<file path="src/rtl/hazard_unit.sv">
// hazard_unit: operand forwarding selects, load-use / branch-operand hazard
// detection and the stall/flush enables for the 5-stage pipeline, plus a
// small IDLE/BUSY controller that holds the pipeline while the multi-cycle
// divider in EX is working.
module hazard_unit #(
    parameter int REG_W      = 5,
    parameter int DIV_CYCLES = 32
) (
    input  logic             clk,
    input  logic             rst,
    input  logic [REG_W-1:0] rs_D,
    input  logic [REG_W-1:0] rt_D,
    input  logic             branch_D,
    input  logic [REG_W-1:0] rs_E,
    input  logic [REG_W-1:0] rt_E,
    input  logic [REG_W-1:0] writereg_E,
    input  logic             regwrite_E,
    input  logic             memtoreg_E,
    input  logic             div_start_E,
    input  logic [REG_W-1:0] writereg_M,
    input  logic             regwrite_M,
    input  logic             memtoreg_M,
    input  logic [REG_W-1:0] writereg_W,
    input  logic             regwrite_W,
    output logic [1:0]       forwardA_E,
    output logic [1:0]       forwardB_E,
    output logic             forwardA_D,
    output logic             forwardB_D,
    output logic             stall_F,
    output logic             stall_D,
    output logic             stall_E,
    output logic             flush_E,
    output logic             flush_M,
    output logic             div_busy,
    output logic             div_done
);

    typedef enum logic {
        S_IDLE = 1'b0,
        S_BUSY = 1'b1
    } div_state_t;

    // Counter is 8 bits wide because DIV_CYCLES is limited to 1..255.
    localparam logic [7:0] CNT_LOAD = 8'(DIV_CYCLES - 1);

    div_state_t r_state;
    div_state_t w_state_nxt;
    logic [7:0] r_cnt;
    logic [7:0] w_cnt_nxt;

    logic w_fwd_m_ok;
    logic w_fwd_w_ok;
    logic w_lw_stall;
    logic w_br_stall;
    logic w_div_stall;
    logic w_prod_e;
    logic w_prod_m;

    // EX operand select: MEM result wins over WB result; r0 is never forwarded.
    function automatic logic [1:0] fwd_sel_e(
        input logic [REG_W-1:0] src,
        input logic [REG_W-1:0] wr_m,
        input logic             ok_m,
        input logic [REG_W-1:0] wr_w,
        input logic             ok_w
    );
        if (ok_m && (wr_m == src))      return 2'b10;
        else if (ok_w && (wr_w == src)) return 2'b01;
        else                            return 2'b00;
    endfunction

    assign w_fwd_m_ok = regwrite_M && (writereg_M != '0);
    assign w_fwd_w_ok = regwrite_W && (writereg_W != '0);

    assign forwardA_E = fwd_sel_e(rs_E, writereg_M, w_fwd_m_ok, writereg_W, w_fwd_w_ok);
    assign forwardB_E = fwd_sel_e(rt_E, writereg_M, w_fwd_m_ok, writereg_W, w_fwd_w_ok);
    assign forwardA_D = w_fwd_m_ok && (writereg_M == rs_D);
    assign forwardB_D = w_fwd_m_ok && (writereg_M == rt_D);

    // A load in EX cannot be forwarded to the instruction right behind it.
    assign w_lw_stall = memtoreg_E && (writereg_E != '0) &&
                        ((writereg_E == rs_D) || (writereg_E == rt_D));

    // Branch compares in ID: an EX producer or a MEM load is not ready yet.
    assign w_prod_e   = regwrite_E && (writereg_E != '0) &&
                        ((writereg_E == rs_D) || (writereg_E == rt_D));
    assign w_prod_m   = memtoreg_M && (writereg_M != '0) &&
                        ((writereg_M == rs_D) || (writereg_M == rt_D));
    assign w_br_stall = branch_D && (w_prod_e || w_prod_m);

    // Start is honoured only from IDLE; a held start while BUSY does not re-arm.
    assign w_div_stall = ((r_state == S_IDLE) && div_start_E) ||
                         ((r_state == S_BUSY) && (r_cnt != 8'd0));

    assign div_busy = (r_state == S_BUSY);
    assign div_done = (r_state == S_BUSY) && (r_cnt == 8'd0);

    assign stall_F = w_lw_stall || w_br_stall || w_div_stall;
    assign stall_D = stall_F;
    assign stall_E = w_div_stall;
    // Never inject a bubble over the divide being held in EX.
    assign flush_E = (w_lw_stall || w_br_stall) && !w_div_stall;
    // EX is frozen, so MEM must take a bubble instead of a duplicate.
    assign flush_M = w_div_stall;

    // Divider state and countdown register; reset aborts any divide in flight.
    always_ff @(posedge clk) begin
        if (rst) begin
            r_state <= S_IDLE;
            r_cnt   <= 8'd0;
        end else begin
            r_state <= w_state_nxt;
            r_cnt   <= w_cnt_nxt;
        end
    end

    // Divider next-state: load on start, count down, return to IDLE at zero.
    always_comb begin
        w_state_nxt = r_state;
        w_cnt_nxt   = r_cnt;
        case (r_state)
            S_IDLE: begin
                if (div_start_E) begin
                    w_state_nxt = S_BUSY;
                    w_cnt_nxt   = CNT_LOAD;
                end
            end
            S_BUSY: begin
                if (r_cnt != 8'd0) begin
                    w_cnt_nxt = r_cnt - 8'd1;
                end else begin
                    w_state_nxt = S_IDLE;
                end
            end
            default: begin
                w_state_nxt = S_IDLE;
                w_cnt_nxt   = 8'd0;
            end
        endcase
    end

endmodule

</file>
<file path="config.mk">
export PLATFORM = sky130hd
export DESIGN_NAME = hazard_unit
export DESIGN_NICKNAME = d
export VERILOG_FILES = /design/src/rtl/hazard_unit.sv
export SDC_FILE = /design/constraint.sdc
export NUM_CORES = 1
export LEC_CHECK = 0
export ABC_AREA = 0
export CAP_MARGIN = 10
export CORE_UTILIZATION = 43
export CTS_BUF_LIST = sky130_fd_sc_hd__clkbuf_8
export DETAILED_ROUTE_END_ITERATION = 12
export PLACE_DENSITY = 0.95
export SLEW_MARGIN = 30
export SYNTH_ARGS = -nofsm -noshare
export SYNTH_HDL_FRONTEND = slang
export SYNTH_SLANG_ARGS = --single-unit
</file>
<file path="constraint.sdc">
create_clock -name clk -period 5.1 [get_ports clk]
set_input_delay 1.02 -clock clk [delete_from_list [all_inputs] [get_ports clk]]
set_output_delay 1.02 -clock clk [all_outputs]
set_load 0.1 [all_outputs]
</file>
==> results of run 1 <==
metrics by stage:
step,cells,cell area [um2]
after global placement,204,1580
after floorplan,128,1060
after CTS,208,1630
after global routing,208,1630
after detailed placement,204,1580
final,208,1630
cells by family (layout without fill, tap and decap cells):
kind of cell,Yosys count,count (layout),share of synthesized area [%]
AOI/OAI and AO/OA,11,11,7.38
buffers and inverters,10,62,5.17
adders and majority gates,2,2,2.46
xor gates and xnor gates,45,45,38.7
and+or+nand+nor,51,51,28.5
DFF,9,9,17.7
worst max-delay path, cell delays in order:
cell and delay [ns]:
clkdlybuf4s50_1 0.54, or4_1 0.14, o21ai_0 0.09, or4_1 0.54
nor4_2 0.30, buf_4 0.33
synth_stat cells (all sizes together):
library cell,number,area share [%]
inv,2,0.74
xnor2,18,15
buf,4,3.0
o21ai,2,0.98
nor3,9,4.9
nand3b,2,1.5
ha,2,2.5
nor4,5,4.6
or4,3,2.2
nor2b,3,1.8
a311oi,1,0.86
nor2,10,3.7
a31oi,1,0.62
dfxtp,9,18
o2111ai,1,0.86
a21oi,5,2.5
a41oi,1,1.6
nand3,8,3.9
and4,1,0.98
nand4b,1,0.86
nand2,6,2.2
and3,1,0.62
xor2,27,23
clkbuf,4,1.5
nand2b,2,1.2
final cells by class:
class                   instances  area [um2]  area share, %
flip-flops and latches          9         180           11.1
multi-input cells             109         827           50.8
well taps                      28        35.0           2.15
inverters                       2        7.51          0.461
clock buffers                   3        41.3           2.54
repair buffers                 56         533           32.7
clock inverters                 1        3.75          0.231
worst paths after layout:
path                            slack, ns             to
worst max-delay path                 1.11  forwardA_E[0]
worst max register to register       3.34       r_cnt[4]
worst min-delay path                 0.52       r_cnt[1]
worst min register to register       0.52       r_cnt[1]
metal layers:
metal	wire length, um	GRT usage, %	up-vias
li1	-	-	546
met1	1320	28.1	504
met2	1530	47.6	54
met3	246	7.88	4
met4	39	11.1	0
met5	0	0	-
state kept, by name (all words and copies together) (netlist names):
| name | count |
|---|---|
| div_busy | 1 |
| r_cnt | 8 |
report_power, final:
group,internal [uW],switching [uW],leakage [uW],total (uW)
registers,78.3,9.40,0.0000746,87.7
clock network,52.6,29.9,0.0000269,82.5
logic,74.7,106,0.000507,180
==> flow_metrics.env, run 1 <==
export IMPL_most_common_layout_cells="clkdlybuf4s50_1, xor2_1, xnor2_1"
export IMPL_setup_viol=0
export IMPL_r2r_cells=6
export IMPL_hold_viol=0
export IMPL_coreArea_um2=2210
export IMPL_fmaxAchievable_mhz=251
export IMPL_r2r_start="r_cnt[0]"
export IMPL_post_cts_buffers=0
export IMPL_first_pass_iters=4
export IMPL_grtUsageTotal_pct=26.4
export IMPL_cts_hold_buffers=0
export IMPL_io_buffers=56
export IMPL_start_util_pct=46.0
export IMPL_num_io_pins=57
export IMPL_synth_cell_types=29
export IMPL_grt_max_degree=15
export IMPL_syn_nets=174
export IMPL_hp_class="reg2reg"
export IMPL_holdCritStartpoint="r_cnt[1]"
export IMPL_cp_required_ns=4.08
export IMPL_rsz0062_at_grt="no"
export IMPL_clock_sinks=9
export IMPL_pre_cts_ws_ns=1.12
export IMPL_die_w_um=50.6
export IMPL_ctsLongestPathBuffers=2
export IMPL_crit_path_start="writereg_W[1]"
export IMPL_synth_yosys_warnings=0
export IMPL_slew_headroom_pct=35.4
export IMPL_nFillCells=167
export IMPL_finalSetupTns_ns=0
export IMPL_clkTransAtPathRegs_ns=0.05
export IMPL_timing_worst_slew_pin_value_ns=0.965
export IMPL_layout_setup_ws_ns=1.11
export IMPL_cts_buffers=3
export IMPL_wl_per_cell_um=15.1
export IMPL_p_per_area_nw_per_um2=215
export IMPL_areaGrowthSynthToFinish_pct=60.0
export IMPL_post_route_period_util_pct=78.2
export IMPL_worstPathMaxFanout=3
export IMPL_arrival_ns=2.97
export IMPL_avgSynthCellArea_um2=7.95
export IMPL_htree_num_levels=1
export IMPL_post_route_cells_drive_above_1_share_pct=12.2
export IMPL_wl_um=3140
export IMPL_clk_insertion_delay_late_ns=0.24
export IMPL_drc_errors=0
export IMPL_power_uw=350
export IMPL_antenna_found_initial=0
export IMPL_grt_pass1_wl_um=5020
export IMPL_endpoint_kind="output port"
export IMPL_syn_area_um2=1020
export IMPL_fin_crit_ns=3.99
export IMPL_dieArea_um2=2560
export IMPL_skew_ns=0.00277
export IMPL_die_h_um=50.6
export IMPL_place_congestion=0.872
export IMPL_via_per_inst=5.33
export IMPL_status="complete, no violations"
export IMPL_p_leak_uw=0.000608
export IMPL_antenna_left=0
export IMPL_first_iter_violations=27
export IMPL_path_class="in2out"
export IMPL_slew_viol_final=0
export IMPL_peakVddDrop_mv=0.177
export IMPL_cts_resized=0
export IMPL_post_route_util_pct=73.6
export IMPL_grt_pass1_vias=1115
export IMPL_cts_tree="built"
export IMPL_antenna_cells=0
export IMPL_rows=17
export IMPL_final_common_cell="clkdlybuf4s50_1"
export IMPL_ys_seq_elements=9
export IMPL_nets=227
export IMPL_synthCells=128
export IMPL_ys_seq_area_share_pct=17.7
export IMPL_cts_root_buffer="clkbuf_8"
export IMPL_max_cap_violations=0
export IMPL_hpwlAfterDp_um=2490
export IMPL_overflow=0
export IMPL_vias=1108
export IMPL_holdWs_ns=0.517
export IMPL_cp_start_kind="primary input"
export IMPL_holdPathStages=2
(Power assumes the default switching activity.)
==> run 2: changes to the inputs <==
--- a/config.mk
+++ b/config.mk
@@ -7,10 +7,10 @@
 export LEC_CHECK = 0
 export ABC_AREA = 0
 export CAP_MARGIN = 10
-export CORE_UTILIZATION = 43
+export CORE_UTILIZATION = 40
 export CTS_BUF_LIST = sky130_fd_sc_hd__clkbuf_8
 export DETAILED_ROUTE_END_ITERATION = 12
-export PLACE_DENSITY = 0.95
+export PLACE_DENSITY = 0.92
 export SLEW_MARGIN = 30
 export SYNTH_ARGS = -nofsm -noshare
 export SYNTH_HDL_FRONTEND = slang
==> constraint.sdc (replaced) <==
create_clock -name clk -period 3.82 [get_ports clk]
set_input_delay 0.764 -clock clk [delete_from_list [all_inputs] [get_ports clk]]
set_output_delay 0.764 -clock clk [all_outputs]
set_load 0.1 [all_outputs]
==> run 2 against run 1 <==
  * Sequential share of layout area is 0.87 points lower
  * Non-clock buffer count is 1 higher
  * Worst hold slack better by 0.0021 ns
  * First-iteration DRC count is 22% lower
  * Final area is 8.5% higher
  * Die area is 7.2% higher
  * Global-route usage is 0.22 points lower
  * Largest cell class unchanged
==> flow_metrics.env, run 2 (same netlist as run 1, synthesis figures left out) <==
export IMPL_start_util_pct=44.3
export IMPL_final_common_cell="clkdlybuf4s50_1"
export IMPL_max_cap_violations=0
export IMPL_num_io_pins=57
export IMPL_grt_pass1_vias=1108
export IMPL_dieArea_um2=2750
export IMPL_largest_register_ff_count=8
export IMPL_via_per_inst=5.23
export IMPL_post_cts_buffers=0
export IMPL_post_route_cells_drive_above_1_share_pct=13.8
export IMPL_slew_headroom_pct=35.6
export IMPL_ctsLongestPathBuffers=2
export IMPL_power_uw=485
export IMPL_wl_per_cell_um=15.2
export IMPL_grt_use_met2_pct=45.6
export IMPL_cts_resized=0
export IMPL_switching_power_uw=198
export IMPL_gr_usage_met1_pct=32.9
export IMPL_setup_viol=0
export IMPL_overflow=0
export IMPL_timing_worst_slew_pin_value_ns=0.962
export IMPL_wl_um=3180
export IMPL_r2r_end="r_cnt[4]"
export IMPL_r2r_slack_ns=2.24
export IMPL_io_buffers=56
export IMPL_holdWs_ns=0.519
export IMPL_hp_class="reg2reg"
export IMPL_clkTransAtPathRegs_ns=0.04
export IMPL_crit_top_cell="or4_1"
export IMPL_first_iter_violations=21
export IMPL_cts_hold_buffers=0
export IMPL_combPwrFrac_pct=53.5
export IMPL_cp_required_ns=3.06
export IMPL_top_usage_layer="met2"
export IMPL_cp_start_kind="primary input"
export IMPL_instances_no_fill=209
export IMPL_hold_path_end="r_cnt[2]"
export IMPL_first_pass_iters=4
export IMPL_antenna_cells=0
export IMPL_skew_ns=0.00317
export IMPL_endpoint_kind="output port"
export IMPL_swShare_pct=40.9
export IMPL_arrival_ns=2.69
export IMPL_nFillCells=145
export IMPL_cts_root_buffer="clkbuf_8"
export IMPL_coreArea_um2=2300
export IMPL_max_stage_delay_ns=0.60
export IMPL_cts_buffers=3
export IMPL_grtUsageTotal_pct=26.1
export IMPL_antenna_found_initial=0
export IMPL_holdPathStages=2
export IMPL_peakVddDrop_mv=0.334
export IMPL_rsz0062_at_grt="no"
export IMPL_postPlaceCellArea_um2=1720
export IMPL_largest_register="r_cnt"
export IMPL_r2r_cells=6
export IMPL_fmaxAchievable_mhz=290
export IMPL_die_h_um=52.4
export IMPL_hold_viol=0
export IMPL_seq_power_share_pct=24.2
export IMPL_p_leak_uw=0.000645
export IMPL_grt_pass1_wl_um=5200
export IMPL_clock_sinks=9
export IMPL_nets=228
export IMPL_place_congestion=0.976
export IMPL_hpwlAfterDp_um=2700
export IMPL_status="complete, no violations"
export IMPL_finalSetupTns_ns=0
export IMPL_drc_errors=0
export IMPL_htree_num_levels=1
export IMPL_areaGrowthSynthToFinish_pct=73.7
export IMPL_p_per_area_nw_per_um2=274
export IMPL_dp_cells=205
export IMPL_clk_insertion_delay_late_ns=0.23
export IMPL_rows=17
export IMPL_grt_max_degree=15
export IMPL_holdCritStartpoint="r_cnt[2]"
export IMPL_antenna_left=0
export IMPL_fin_area_um2=1770
export IMPL_slew_viol_final=0
export IMPL_p_clk_share_pct=22.3
export IMPL_post_route_period_util_pct=90.3
export IMPL_crit_slowest_cell="or4_1"
export IMPL_most_common_layout_cells="clkdlybuf4s50_1, xor2_1, xnor2_1"
export IMPL_gr_usage_met3_pct=5.80
export IMPL_worstPathMaxFanout=3
export IMPL_crit_path_start="writereg_W[3]"
export IMPL_fin_crit_ns=3.45
export IMPL_r2r_start="r_cnt[3]"
export IMPL_vias=1094
export IMPL_p_int_uw=287
export IMPL_path_class="in2out"
export IMPL_die_w_um=52.4
export IMPL_cts_tree="built"
export IMPL_path_cells="clkdlybuf4s50_1 > or4_1 > o21ai_0 > or4_1 > nor4_4 > buf_12"
==> run 2: worst max path at each step <==
stage                     cells past startpoint            end  slack [ns]
final                                         6  forwardB_E[0]        0.37
after CTS                                     6  forwardB_E[0]        0.37
after global routing                          7        stall_F        0.29
after detailed placement                      6  forwardB_E[0]        0.37
after global placement                        6  forwardA_E[0]        0.44
after floorplan                               4        stall_F        0.04
==> run 2: final cells by class <==
| type | instances | area, um2 | area share [%] |
|---|---|---|---|
| Clock buffer | 3 | 41.3 | 2.34 |
| Inverter | 2 | 7.51 | 0.425 |
| Clock inverter | 1 | 3.75 | 0.212 |
| Multi-Input combinational cell | 109 | 848 | 48.0 |
| Sequential cell | 9 | 180 | 10.2 |
| Timing Repair Buffer | 57 | 651 | 36.8 |
| Tap cell | 28 | 35.0 | 1.98 |
==> run 2: power by group through the flow <==
stage | clock (uW) | sequential (uW) | combinational (uW)
floorplan | 0 | 123 | 157
global placement | 0 | 117 | 250
detailed placement | 0 | 118 | 256
CTS | 112 | 117 | 259
global route | 116 | 119 | 275
finish | 108 | 117 | 260
==> run 2: worst max-delay path: cells and delay by family <==
kind / cells / cell delay, ns
buffers and inverters: 2 / 0.75
AND/OR/NAND/NOR: 3 / 1.10
AO/OA/AOI/OAI: 1 / 0.08
==> run 2: metal layers <==
layer / up-vias / wire length [um]
li1: 543 / -
met1: 512 / 1450
met2: 33 / 1550
met3: 6 / 121
met4: 0 / 65
met5: - / 0
==> run 2: stage by stage <==
step / util, % / worst slack (ns)
finish: 76.9 / 0.371
global route: 76.9 / 0.290
CTS: 76.9 / 0.373
detailed placement: 74.9 / 0.374
global placement: 74.9 / 0.441
floorplan: - / 0.0360
